==> src/rtl/peak_meter.sv <==
// -----------------------------------------------------------------------------
// peak_meter
//   Multi-channel peak-hold level meter with per-frame decay. A frame strobed
//   by data_valid is captured into a buffer and then scanned one channel per
//   clock through a single shared abs / compare / hold / decay datapath.
//
//   Optional feature macro: PEAK_METER_CLIP_EN
//     defined   : sticky per-channel clip flags (mag >= CLIP_THRESHOLD)
//     undefined : clip is tied to 0 and no clip logic is built
//
// Ports
//   clk         in   system clock
//   rst         in   asynchronous active-high reset
//   data_valid  in   one-cycle frame strobe, audio_bus valid in the same cycle
//   audio_bus   in   NUM_CHANNELS x SAMPLE_WIDTH signed samples, ch0 in LSBs
//   clear       in   synchronous clear of sticky flags (clip, overrun)
//   busy        out  scan in progress
//   frame_done  out  one-cycle pulse when the last channel has been updated
//   meter_level out  NUM_CHANNELS x METER_WIDTH meter values, ch0 in LSBs
//   clip        out  sticky per-channel clip flags
//   overrun     out  sticky flag, set when a frame is dropped
// -----------------------------------------------------------------------------
module peak_meter #(
    parameter int NUM_CHANNELS = 8,
    parameter int SAMPLE_WIDTH = 24,
    parameter int METER_WIDTH  = 8,
    parameter int HOLD_FRAMES  = 4,
    parameter int DECAY_SHIFT  = 3,
    parameter logic [SAMPLE_WIDTH-2:0] CLIP_THRESHOLD = {(SAMPLE_WIDTH-1){1'b1}}
) (
    input  logic                                 clk,
    input  logic                                 rst,
    input  logic                                 data_valid,
    input  logic [NUM_CHANNELS*SAMPLE_WIDTH-1:0] audio_bus,
    input  logic                                 clear,
    output logic                                 busy,
    output logic                                 frame_done,
    output logic [NUM_CHANNELS*METER_WIDTH-1:0]  meter_level,
    output logic [NUM_CHANNELS-1:0]              clip,
    output logic                                 overrun
);

    localparam int MW = SAMPLE_WIDTH - 1;  // magnitude / peak width
    localparam int HW = (HOLD_FRAMES > 0) ? $clog2(HOLD_FRAMES + 1) : 1;
    localparam int IW = (NUM_CHANNELS > 1) ? $clog2(NUM_CHANNELS) : 1;
    localparam logic [IW-1:0] LAST_IDX  = IW'(NUM_CHANNELS - 1);
    localparam logic [HW-1:0] HOLD_INIT = HW'(HOLD_FRAMES);

    typedef enum logic {IDLE, SCAN} state_t;

    // |s| in MW bits; the most-negative code has no positive twin and
    // saturates to full scale.
    function automatic logic [MW-1:0] abs_sat(input logic signed [SAMPLE_WIDTH-1:0] s);
        logic signed [SAMPLE_WIDTH-1:0] neg;
        neg = -s;
        if (!s[SAMPLE_WIDTH-1]) return s[MW-1:0];
        if (s[MW-1:0] == '0) return {MW{1'b1}};
        return neg[MW-1:0];
    endfunction

    // One decay step: subtract max(pk >> DECAY_SHIFT, 1), floor at 0.
    function automatic logic [MW-1:0] decay_step(input logic [MW-1:0] pk);
        logic [MW-1:0] dec;
        dec = pk >> DECAY_SHIFT;
        if (dec == '0 && pk != '0) dec = MW'(1);
        return (pk > dec) ? (pk - dec) : '0;
    endfunction

    state_t                          state_q;
    logic [IW-1:0]                   idx_q;
    logic                            busy_q;
    logic                            frame_done_q;
    logic                            overrun_q;
    logic signed [SAMPLE_WIDTH-1:0]  frame_q [NUM_CHANNELS];
    logic signed [SAMPLE_WIDTH-1:0]  frame_d [NUM_CHANNELS];
    logic [MW-1:0]                   peak_q  [NUM_CHANNELS];
    logic [HW-1:0]                   hold_q  [NUM_CHANNELS];
    logic [METER_WIDTH-1:0]          meter_q [NUM_CHANNELS];

    logic signed [SAMPLE_WIDTH-1:0]  samp;
    logic [MW-1:0]                   mag;
    logic [MW-1:0]                   peak_cur;
    logic [MW-1:0]                   decayed;
    logic [MW-1:0]                   peak_d;
    logic [HW-1:0]                   hold_cur;
    logic [HW-1:0]                   hold_d;

    always_comb begin
        for (int k = 0; k < NUM_CHANNELS; k++) begin
            frame_d[k] = $signed(audio_bus[k*SAMPLE_WIDTH +: SAMPLE_WIDTH]);
        end
    end

    // Shared per-channel datapath for the channel currently being scanned.
    always_comb begin
        samp     = frame_q[idx_q];
        mag      = abs_sat(samp);
        peak_cur = peak_q[idx_q];
        hold_cur = hold_q[idx_q];
        decayed  = decay_step(peak_cur);
        peak_d   = peak_cur;
        hold_d   = hold_cur;
        if (mag > peak_cur) begin
            peak_d = mag;
            hold_d = HOLD_INIT;
        end else if (hold_cur != '0) begin
            hold_d = hold_cur - HW'(1);
        end else begin
            // A fresh sample can still beat the decayed value.
            peak_d = (decayed > mag) ? decayed : mag;
        end
    end

`ifdef PEAK_METER_CLIP_EN
    logic [NUM_CHANNELS-1:0] clip_q;
`endif

    always_ff @(posedge clk or posedge rst) begin
        if (rst) begin
            state_q      <= IDLE;
            idx_q        <= '0;
            busy_q       <= 1'b0;
            frame_done_q <= 1'b0;
            overrun_q    <= 1'b0;
            for (int k = 0; k < NUM_CHANNELS; k++) begin
                frame_q[k] <= '0;
                peak_q[k]  <= '0;
                hold_q[k]  <= '0;
                meter_q[k] <= '0;
            end
`ifdef PEAK_METER_CLIP_EN
            clip_q       <= '0;
`endif
        end else begin
            frame_done_q <= 1'b0;
            // Clears come first so that a set later in this block wins.
            if (clear) overrun_q <= 1'b0;
`ifdef PEAK_METER_CLIP_EN
            if (clear) clip_q <= '0;
`endif
            case (state_q)
                IDLE: begin
                    if (data_valid) begin
                        frame_q <= frame_d;
                        idx_q   <= '0;
                        state_q <= SCAN;
                        busy_q  <= 1'b1;
                    end
                end
                SCAN: begin
                    peak_q[idx_q]  <= peak_d;
                    hold_q[idx_q]  <= hold_d;
                    meter_q[idx_q] <= peak_d[MW-1 -: METER_WIDTH];
`ifdef PEAK_METER_CLIP_EN
                    if (mag >= CLIP_THRESHOLD) clip_q[idx_q] <= 1'b1;
`endif
                    if (idx_q == LAST_IDX) begin
                        frame_done_q <= 1'b1;
                        // A strobe in the last scan cycle chains straight into
                        // the next scan; the buffer is free from the next edge.
                        if (data_valid) begin
                            frame_q <= frame_d;
                            idx_q   <= '0;
                        end else begin
                            state_q <= IDLE;
                            busy_q  <= 1'b0;
                        end
                    end else begin
                        idx_q <= idx_q + IW'(1);
                        if (data_valid) overrun_q <= 1'b1;
                    end
                end
                default: state_q <= IDLE;
            endcase
        end
    end

    assign busy       = busy_q;
    assign frame_done = frame_done_q;
    assign overrun    = overrun_q;

    always_comb begin
        meter_level = '0;
        for (int k = 0; k < NUM_CHANNELS; k++) begin
            meter_level[k*METER_WIDTH +: METER_WIDTH] = meter_q[k];
        end
    end

`ifdef PEAK_METER_CLIP_EN
    assign clip = clip_q;
`else
    logic unused_clip_thr;
    assign unused_clip_thr = ^CLIP_THRESHOLD;
    assign clip = '0;
`endif

endmodule

==> config.mk <==
export PLATFORM = sky130hd
export DESIGN_NAME = peak_meter
export DESIGN_NICKNAME = d
export VERILOG_FILES = /design/src/rtl/peak_meter.sv
export SDC_FILE = /design/constraint.sdc
export NUM_CORES = 1
export LEC_CHECK = 0
export CAP_MARGIN = 30
export CORE_MARGIN = 3
export CORE_UTILIZATION = 40
export CTS_BUF_LIST = sky130_fd_sc_hd__clkbuf_8
export CTS_CLUSTER_DIAMETER = 150
export DETAILED_ROUTE_END_ITERATION = 12
export PLACE_DENSITY = 0.6
export SLEW_MARGIN = 20
export SYNTH_ARGS = -nofsm -noshare
export SYNTH_HDL_FRONTEND = slang
export SYNTH_SLANG_ARGS = --single-unit
==> constraint.sdc <==
create_clock -name clk -period 15.5 [get_ports clk]
set_input_delay 3.1 -clock clk [delete_from_list [all_inputs] [get_ports clk]]
set_output_delay 3.1 -clock clk [all_outputs]
set_load 0.05 [all_outputs]
Word level (Yosys, flattened, before mapping)
Index checks and enable logic that the tools add are counted. W data, S select, Z words.

Add/subtract/negate cells: 4. Magnitude comparators: 5. Eq/ne operators: 4. Muxes and demuxes: 50. Bitwise logic cells: 2. Reduce and logical (&&, ||, !) cells: 7.

Operators by type and width (number): $mux W192 (2); $pmux W192 S2 (1); $mux W23 (11); $bwmux W184 (1); $bmux W24 S3 (1); $bmux W23 S3 (1); $demux W23 S3 (1); $gt A23 B23 Y1 (3); $bwmux W64 (1); $mux W24 (2); $logic_not A23 Y1 (2); $bwmux W24 (1); $demux W8 S3 (1); $neg A23 Y23 (1); $reduce_bool A23 Y1 (1); $sub A23 B23 Y23 (1); $mux W3 (7); $mux W20 (1); $mux W1 (13); $bmux W3 S3 (1); $demux W3 S3 (1); $mux W8 (1); $pmux W3 S2 (1); $ge A4 B4 Y1 const B (1); 12 further kinds (15).

Bits in registers: 471. Input port bits: 196. Output and inout port bits: 75. Word-level logic and storage cells: 109.

Logic depth before layout (Yosys ltp)
Gate-level depths: netlist of run 1.

Depth after elaboration: 14. Gate-level depth with buffers: 37. Gate-level depth less buffers: 30.

Worst setup path before layout of run 1
OpenSTA, ideal clock, no wires.

Path type: flip-flop to flip-flop. Start: reg idx_q[1]. End: reg peak_q[114] (netlist name). Arrival: 7.063 ns. Slack: 8.284 ns. Stages on the path, launching flop included: 36. Period minus slack after synthesis: 7.216 ns. Cells stage by stage: dfrtp_1 > buf_6 > buf_2 > buf_2 > buf_2 > buf_2 > mux2_2 > a221oi_1 > a21oi_1 > a21oi_1 > nand4_1 > nor4_1 > nand3_1 > nand2_1 > ha_1 > inv_1 > fa_1 > a211oi_1 > o21ai_0 > or3b_2 > a211oi_1 > o2111ai_1 > and3_1 > xnor2_1 > nor2_1 > ha_1 > nand3_1 > nor3_1 > nand2_1 > or3_1 > o211a_1 > o21ai_0 > clkbuf_1 > nor3_1 > a222oi_1 > a21oi_1.

Cells in the longest elaborated chain, start to end: 14. Elaborated cells on any way between the ends: 37.

RTL lines: from (decl) (RTL line 70) `logic [IW-1:0] idx_q;`; from (signal assigned) (RTL line 169) `idx_q <= idx_q + IW'(1);`; $not A3 Y4 (not written as such) (*); $bmux W23 S3 or $bmux W24 S3 (tied branches) (RTL line 98, 96); $mux W23 (not written as such) or $mux W24 (tied branches) (2 in series) (RTL line 98, 96); $logic_not A23 Y1 (tied with other cells) (RTL line 65) `if (dec == '0 && pk != '0) dec = MW'(1);`; $logic_and A1 B1 Y1 or $mux W1 (tied branches) (RTL line 65, 57); $mux W20 or $mux W1 (tied branches) (RTL line 65, 57); $sub A23 B23 Y23 (tied with other cells) (RTL line 66) `return (pk > dec) ? (pk - dec) : '0;`; $mux W23, on equally long branches (RTL line 66, 57); $gt A23 B23 Y1 (RTL line 110) `peak_d = (decayed > mag) ? decayed : mag;`; $mux W23 (RTL line 110); $mux W23 (RTL line 106) `end else if (hold_cur != '0) begin`; $mux W23 (RTL line 103) `if (mag > peak_cur) begin`; $bwmux W184 (*) (RTL line 151) `peak_q[idx_q] <= peak_d;`; to (signal, indexed assignment) (RTL line 151); to (decl) (RTL line 76) `logic [MW-1:0] peak_q [NUM_CHANNELS];`.

Mark *: on every way between the ends. The rest lies on a longest branch, timed or not. The select of a mux whose other input is x is not followed. A chain may end at the register's enable or synchronous reset.

Final worst setup path of run 1
Start: reg idx_q[0]. End: reg peak_q[172] (netlist name).

The elaborated chain is that of the path after synthesis.

==> impl_metrics.ini, run 1 <==
[grt]
overflow = 0
antenna_found_initial = 3
grt_pass1_wl_um = 114200
first_global_vias = 18600
grt_usage_pct = 25.06
grt_max_degree = 117

[synthesis]
ys_ff_latch = 407
synth_top_cell_by_area = dfrtp_1
syn_area_mm2 = 0.02274
syn_inst = 2226
synth_enable_flop_cells = 0
ys_warn_count = 0
synth_cell_type_count = 92
synth.mux.area_fraction_pct = 15.64
synth_flop_cell = dfrtp_1
syn_avg_cell_area_um2 = 10.22
async_flop_share_pct = 100.0
ys_seq_area_share_pct = 44.79
synth_top_family_by_area = compound AO/OA/AOI/OAI gates
synth_compound_area_share_pct = 18.06
synth.area.top_cells = dfrtp_1, mux2_2, o21ai_0
synth_xor_area_share_pct = 1.265
synthAdderAreaFrac_pct = 4.050
synth-simple-area-share_pct = 9.810
synth_top_area_share_pct = 44.79

[placed_design]
port-buffer-count = 262
gp_congestion = 0.9436
place_inst = 3061
placed_area_mm2 = 0.02548
hpwlAfterDp_um = 53950

[timing]
max-slew-margin-rel_pct = 28.12
tns_ns = 0
hold_viol = 0
worst_pin_slew_ns = 1.078
rsz0062_at_grt = false
fin_worst_skew_ns = 0.04715
period_needed_ns = 9.399
drv_slew = 0
period_share_pct = 60.64
setup_viol = 0
max_freq_mhz = 106.4

[clocking]
root_buffer = clkbuf_8
cts_max_path_buffers = 3
cts.htree.levels = 3
post-cts-setup-buffer-count = 0
clkTransAtPathRegs_ns = 0.06
cts_sinks = 407
cts_resized = 0
insertion_delay_ns = 0.69
postCtsHoldBufs = 0
cts_buffers = 72
cts_tree = built

[min_path]
hold_class = reg2reg

[cells_and_area]
mostFrequentLayoutCells = dfrtp_1, clkdlybuf4s50_1, nand2_1
final_util_pct = 48.69
layout-drive-gt1-share_pct = 18.27
fin_cells = 3194
syn_to_final_growth_pct = 19.12
antenna_cells = 0
fin_area_mm2 = 0.02709
fill_cells = 5221
layout_commonest_cell = dfrtp_1
final_nets = 2663

[drt]
wire_per_inst_um = 23.65
wirelength_um = 75550
num_vias = 18100
via_per_inst = 5.666
drtIter0Drc = 1275
firstDrtPassIters = 5
drc = 0
drtAntennaViolNets = 0

[floorplan]
row_count = 86
dieArea_mm2 = 0.05975
die_x_um = 244.4
start_util_pct = 40.88
die_h_um = 244.4
core_area_mm2 = 0.05563
io-pin-count = 271

[setup_path]
path_delay_family = compound AO/OA/AOI/OAI gates
start_kind = flip-flop
crit_type = reg2reg
cp_slowest_cell = clkinv_1
slowest_delay_ns = 0.88
critical_path_buf_inv_count = 3
cp_max_fo = 49
required_ns = 16.00
end_kind = flip-flop
crit_top_cell = o21ai_0
worstPathArrival_ns = 9.90

[run]
drv_cap = 0

[outcome]
status = complete, no violations
==> metrics by stage <==
step           hold WS (ns)  setup slack (ns)
3_5_place_dp         0.4612             6.237
2_1_floorplan        0.4380             1.077
6_report             0.4699             6.101
3_3_place_gp         0.4536             6.431
5_1_grt              0.4963             5.385
4_1_cts              0.4743             6.164
==> routing by layer <==
layer / GRT usage [%] / up-vias / part of all wire [%]
met1: 33.44 / 8997 / 44
met2: 41.00 / 619 / 47
met3: 4.682 / 135 / 6.0
li1: - / 8339 / -
met4: 8.684 / 6 / 3.1
met5: 0 / - / 0.044
==> path summary, 6_finish.rpt <==
kind                                        start                 endpoint  slack (ns)  cells after the start
min                        peak_q[31]$_DFFE_PP0P_   peak_q[31]$_DFFE_PP0P_        0.47                      2
max                            idx_q[0]$_DFF_PP0_  peak_q[172]$_DFFE_PP0P_        6.10                     27
min in group asynchronous                     rst  frame_q[16]$_DFFE_PP0P_        3.00                      2
min reg2reg                peak_q[31]$_DFFE_PP0P_   peak_q[31]$_DFFE_PP0P_        0.47                      2
max in group asynchronous                     rst  peak_q[157]$_DFFE_PP0P_       10.57                      6
max reg2reg                    idx_q[0]$_DFF_PP0_  peak_q[172]$_DFFE_PP0P_        6.10                     27
==> cell usage after synthesis (13+ instances only) <==
library cell  count
dfrtp_1         407
nand2_1         259
mux2_2          227
o21ai_0         196
nor2_1          113
a21oi_1          89
clkbuf_1         86
mux2i_1          78
buf_4            74
ha_1             72
inv_1            69
buf_2            32
a221oi_1         31
a22oi_1          25
a31oi_1          20
nand3_1          20
o31ai_1          20
xnor2_1          20
a221o_1          19
nor3_1           19
nand4_1          18
and2_1           17
o21ai_1          17
o22ai_1          17
buf_1            15
a21o_1           13
nor2b_1          13
o21a_1           13
o22a_1           13
==> cell families after synthesis <==
logic type      after synthesis
compound gates              604
xor+xnor                     32
fa+ha+maj                    73
buf+inv                     285
flops                       407
mux                         318
other cells                   1
simple gates                506
==> layout make-up <==
class,count,area [um^2],share of cell area [%]
timing repair buffer,302,3040,11.22
inverter,70,270.3,0.9977
clock buffer,89,1225,4.522
multi-input combinational,1541,11190,41.32
tap,748,935.9,3.455
sequential,407,10200,37.64
clock inverter,37,227.7,0.8406
==> tightest hold or removal path, cell delays in order, from the launching register on <==
cell	delay, ns
dfrtp_1	0.33
nand2_1	0.06
o21ai_2	0.05
==> sequential cells by signal, indices dropped and copies added, names as in the netlist <==
| register | count |
|---|---|
| frame_done | 1 |
| hold_q | 24 |
| state_q | 1 |
| overrun | 1 |
| frame_q | 192 |
| peak_q | 184 |
| idx_q | 3 |
| busy | 1 |
Power of run 1 is left out: the tool's default activity adds up to more than one toggle a clock period on the data nets, which glitch-free logic cannot reach.
==> run 2, diff against run 1 <==
==> constraint.sdc (replaced) <==
create_clock -name clk -period 9.7 [get_ports clk]
set_input_delay 1.94 -clock clk [delete_from_list [all_inputs] [get_ports clk]]
set_output_delay 1.94 -clock clk [all_outputs]
set_load 0.05 [all_outputs]
==> run 2 against run 1 <==
Effect of this change:
- cell count rose by 0.59%
- non-clock buffer count increased by 14
- clock-buffer cell count is 6 higher
- maximum frequency increased by 12%
- setup slack got worse by 4.8 ns
- global-route usage is 1.3 points higher
- clock skew fell by 0.0080 ns
- hold slack better by 0.0049 ns
- utilization increased by 0.19 points
- via count up 2.0%
- critical path type unchanged
- largest cell class unchanged
- highest routed layer unchanged
==> impl_metrics.ini, run 2 (synthesized netlist as in run 1, its figures left out) <==
[grt]
grt_use_met1_pct = 35.29
first_global_vias = 18680
grt_max_degree = 193
antenna_found_initial = 6
grt_usage_pct = 26.33
grtUsageMet3_pct = 5.603
overflow = 0
use_met2_pct = 43.05
grt_pass1_wl_um = 119100
top_usage_layer = met2

[drt]
via_per_inst = 5.745
drtAntennaViolNets = 0
wirelength_um = 79220
wire_per_inst_um = 24.66
drc = 0
num_vias = 18460
firstDrtPassIters = 5
drtIter0Drc = 1462

[min_path]
hold_class = reg2reg

[clocking]
cts_resized = 0
cts_sinks = 407
cts_max_path_buffers = 3
cts.htree.levels = 3
postCtsHoldBufs = 0
clkTransAtPathRegs_ns = 0.06
insertion_delay_ns = 0.67
cts_buffers = 73
root_buffer = clkbuf_8
post-cts-setup-buffer-count = 0
cts_tree = built

[setup_path]
cp_slowest_cell = dfrtp_4
slowest_delay_ns = 0.81
required_ns = 10.20
cp_max_fo = 37
start_kind = flip-flop
crit_type = reg2reg
worstPathArrival_ns = 8.92
end_kind = flip-flop

[timing]
fin_worst_skew_ns = 0.03917
setup_viol = 0
worst_pin_slew_ns = 1.233
max-slew-margin-rel_pct = 17.78
max_freq_mhz = 118.7
tns_ns = 0
hold_viol = 0
rsz0062_at_grt = false
period_needed_ns = 8.426
period_share_pct = 86.86
drv_slew = 0

[placed_design]
hpwlAfterDp_um = 57080
port-buffer-count = 262
gp_congestion = 0.9697

[cells_and_area]
largest_register_ffs = 192
layout_commonest_cell = dfrtp_1
syn_to_final_growth_pct = 19.58
regMostFlops = frame_q
final_nets = 2678
layout_top_registers = frame_q: 192 flops, peak_q: 184 flops, hold_q: 24 flops
mostFrequentLayoutCells = dfrtp_1, clkdlybuf4s50_1, nand2_1
layout-drive-gt1-share_pct = 18.96

[floorplan]
core_area_mm2 = 0.05563
io-pin-count = 271
die_h_um = 244.4
start_util_pct = 40.88
die_x_um = 244.4
dieArea_mm2 = 0.05975
row_count = 86

[run]
drv_cap = 0

[outcome]
status = complete, no violations
run 2: final timing paths:
kind                                        start  cells past startpoint  slack (ns)                       to
max reg2reg                    idx_q[1]$_DFF_PP0_                     30        1.27   peak_q[71]$_DFFE_PP0P_
max in group asynchronous                     rst                      5        6.43   peak_q[15]$_DFFE_PP0P_
min in group asynchronous                     rst                      3        1.82  frame_q[38]$_DFFE_PP0P_
min reg2reg                peak_q[33]$_DFFE_PP0P_                      2        0.47   peak_q[33]$_DFFE_PP0P_
min                        peak_q[33]$_DFFE_PP0P_                      2        0.47   peak_q[33]$_DFFE_PP0P_
max                            idx_q[1]$_DFF_PP0_                     30        1.27   peak_q[71]$_DFFE_PP0P_
run 2: per-stage QoR:
| stage | hold slack [ns] | setup slack [ns] | cells | instance area, um^2 | utilization [%] |
|---|---|---|---|---|---|
| 2_1_floorplan | 0.4380 | 2.276 | 2233 | 22770 | - |
| 3_3_place_gp | 0.4566 | 0.8100 | 3075 | 25620 | 46.05 |
| 3_5_place_dp | 0.4596 | 1.399 | 3078 | 25640 | 46.10 |
| 4_1_cts | 0.4723 | 1.392 | 3207 | 27120 | 48.75 |
| 5_1_grt | 0.4979 | 0.6787 | 3212 | 27190 | 48.88 |
| 6_report | 0.4748 | 1.274 | 3213 | 27190 | 48.88 |
run 2: area by class of cell:
type	instances	area (um^2)
repair buffers	316	3118
diodes	2	5.005
clock buffers	95	1308
clock inverters	34	170.2
multi-input cells	1541	11190
flip-flops and latches	407	10200
fillers	5243	28440
inverters	70	266.5
well taps	748	935.9
run 2: metal layers:
metal | share of wire [%] | wire, um
met5 | 0.053 | 42
met1 | 43 | 34150
met3 | 6.8 | 5358
met4 | 2.9 | 2287
met2 | 47 | 37390
run 2: critical path: cells and delay by family, from the launching register on:
kind                       cells  cell delay [ns]
muxes                          1             0.38
AOI/OAI and AO/OA             10             2.92
adders and majority gates      3             0.91
buffers and inverters          3             0.75
xor gates and xnor gates       1             0.14
DFF                            1             0.81
and+or+nand+nor               12             2.29
Power of run 2 is left out for the same reason.
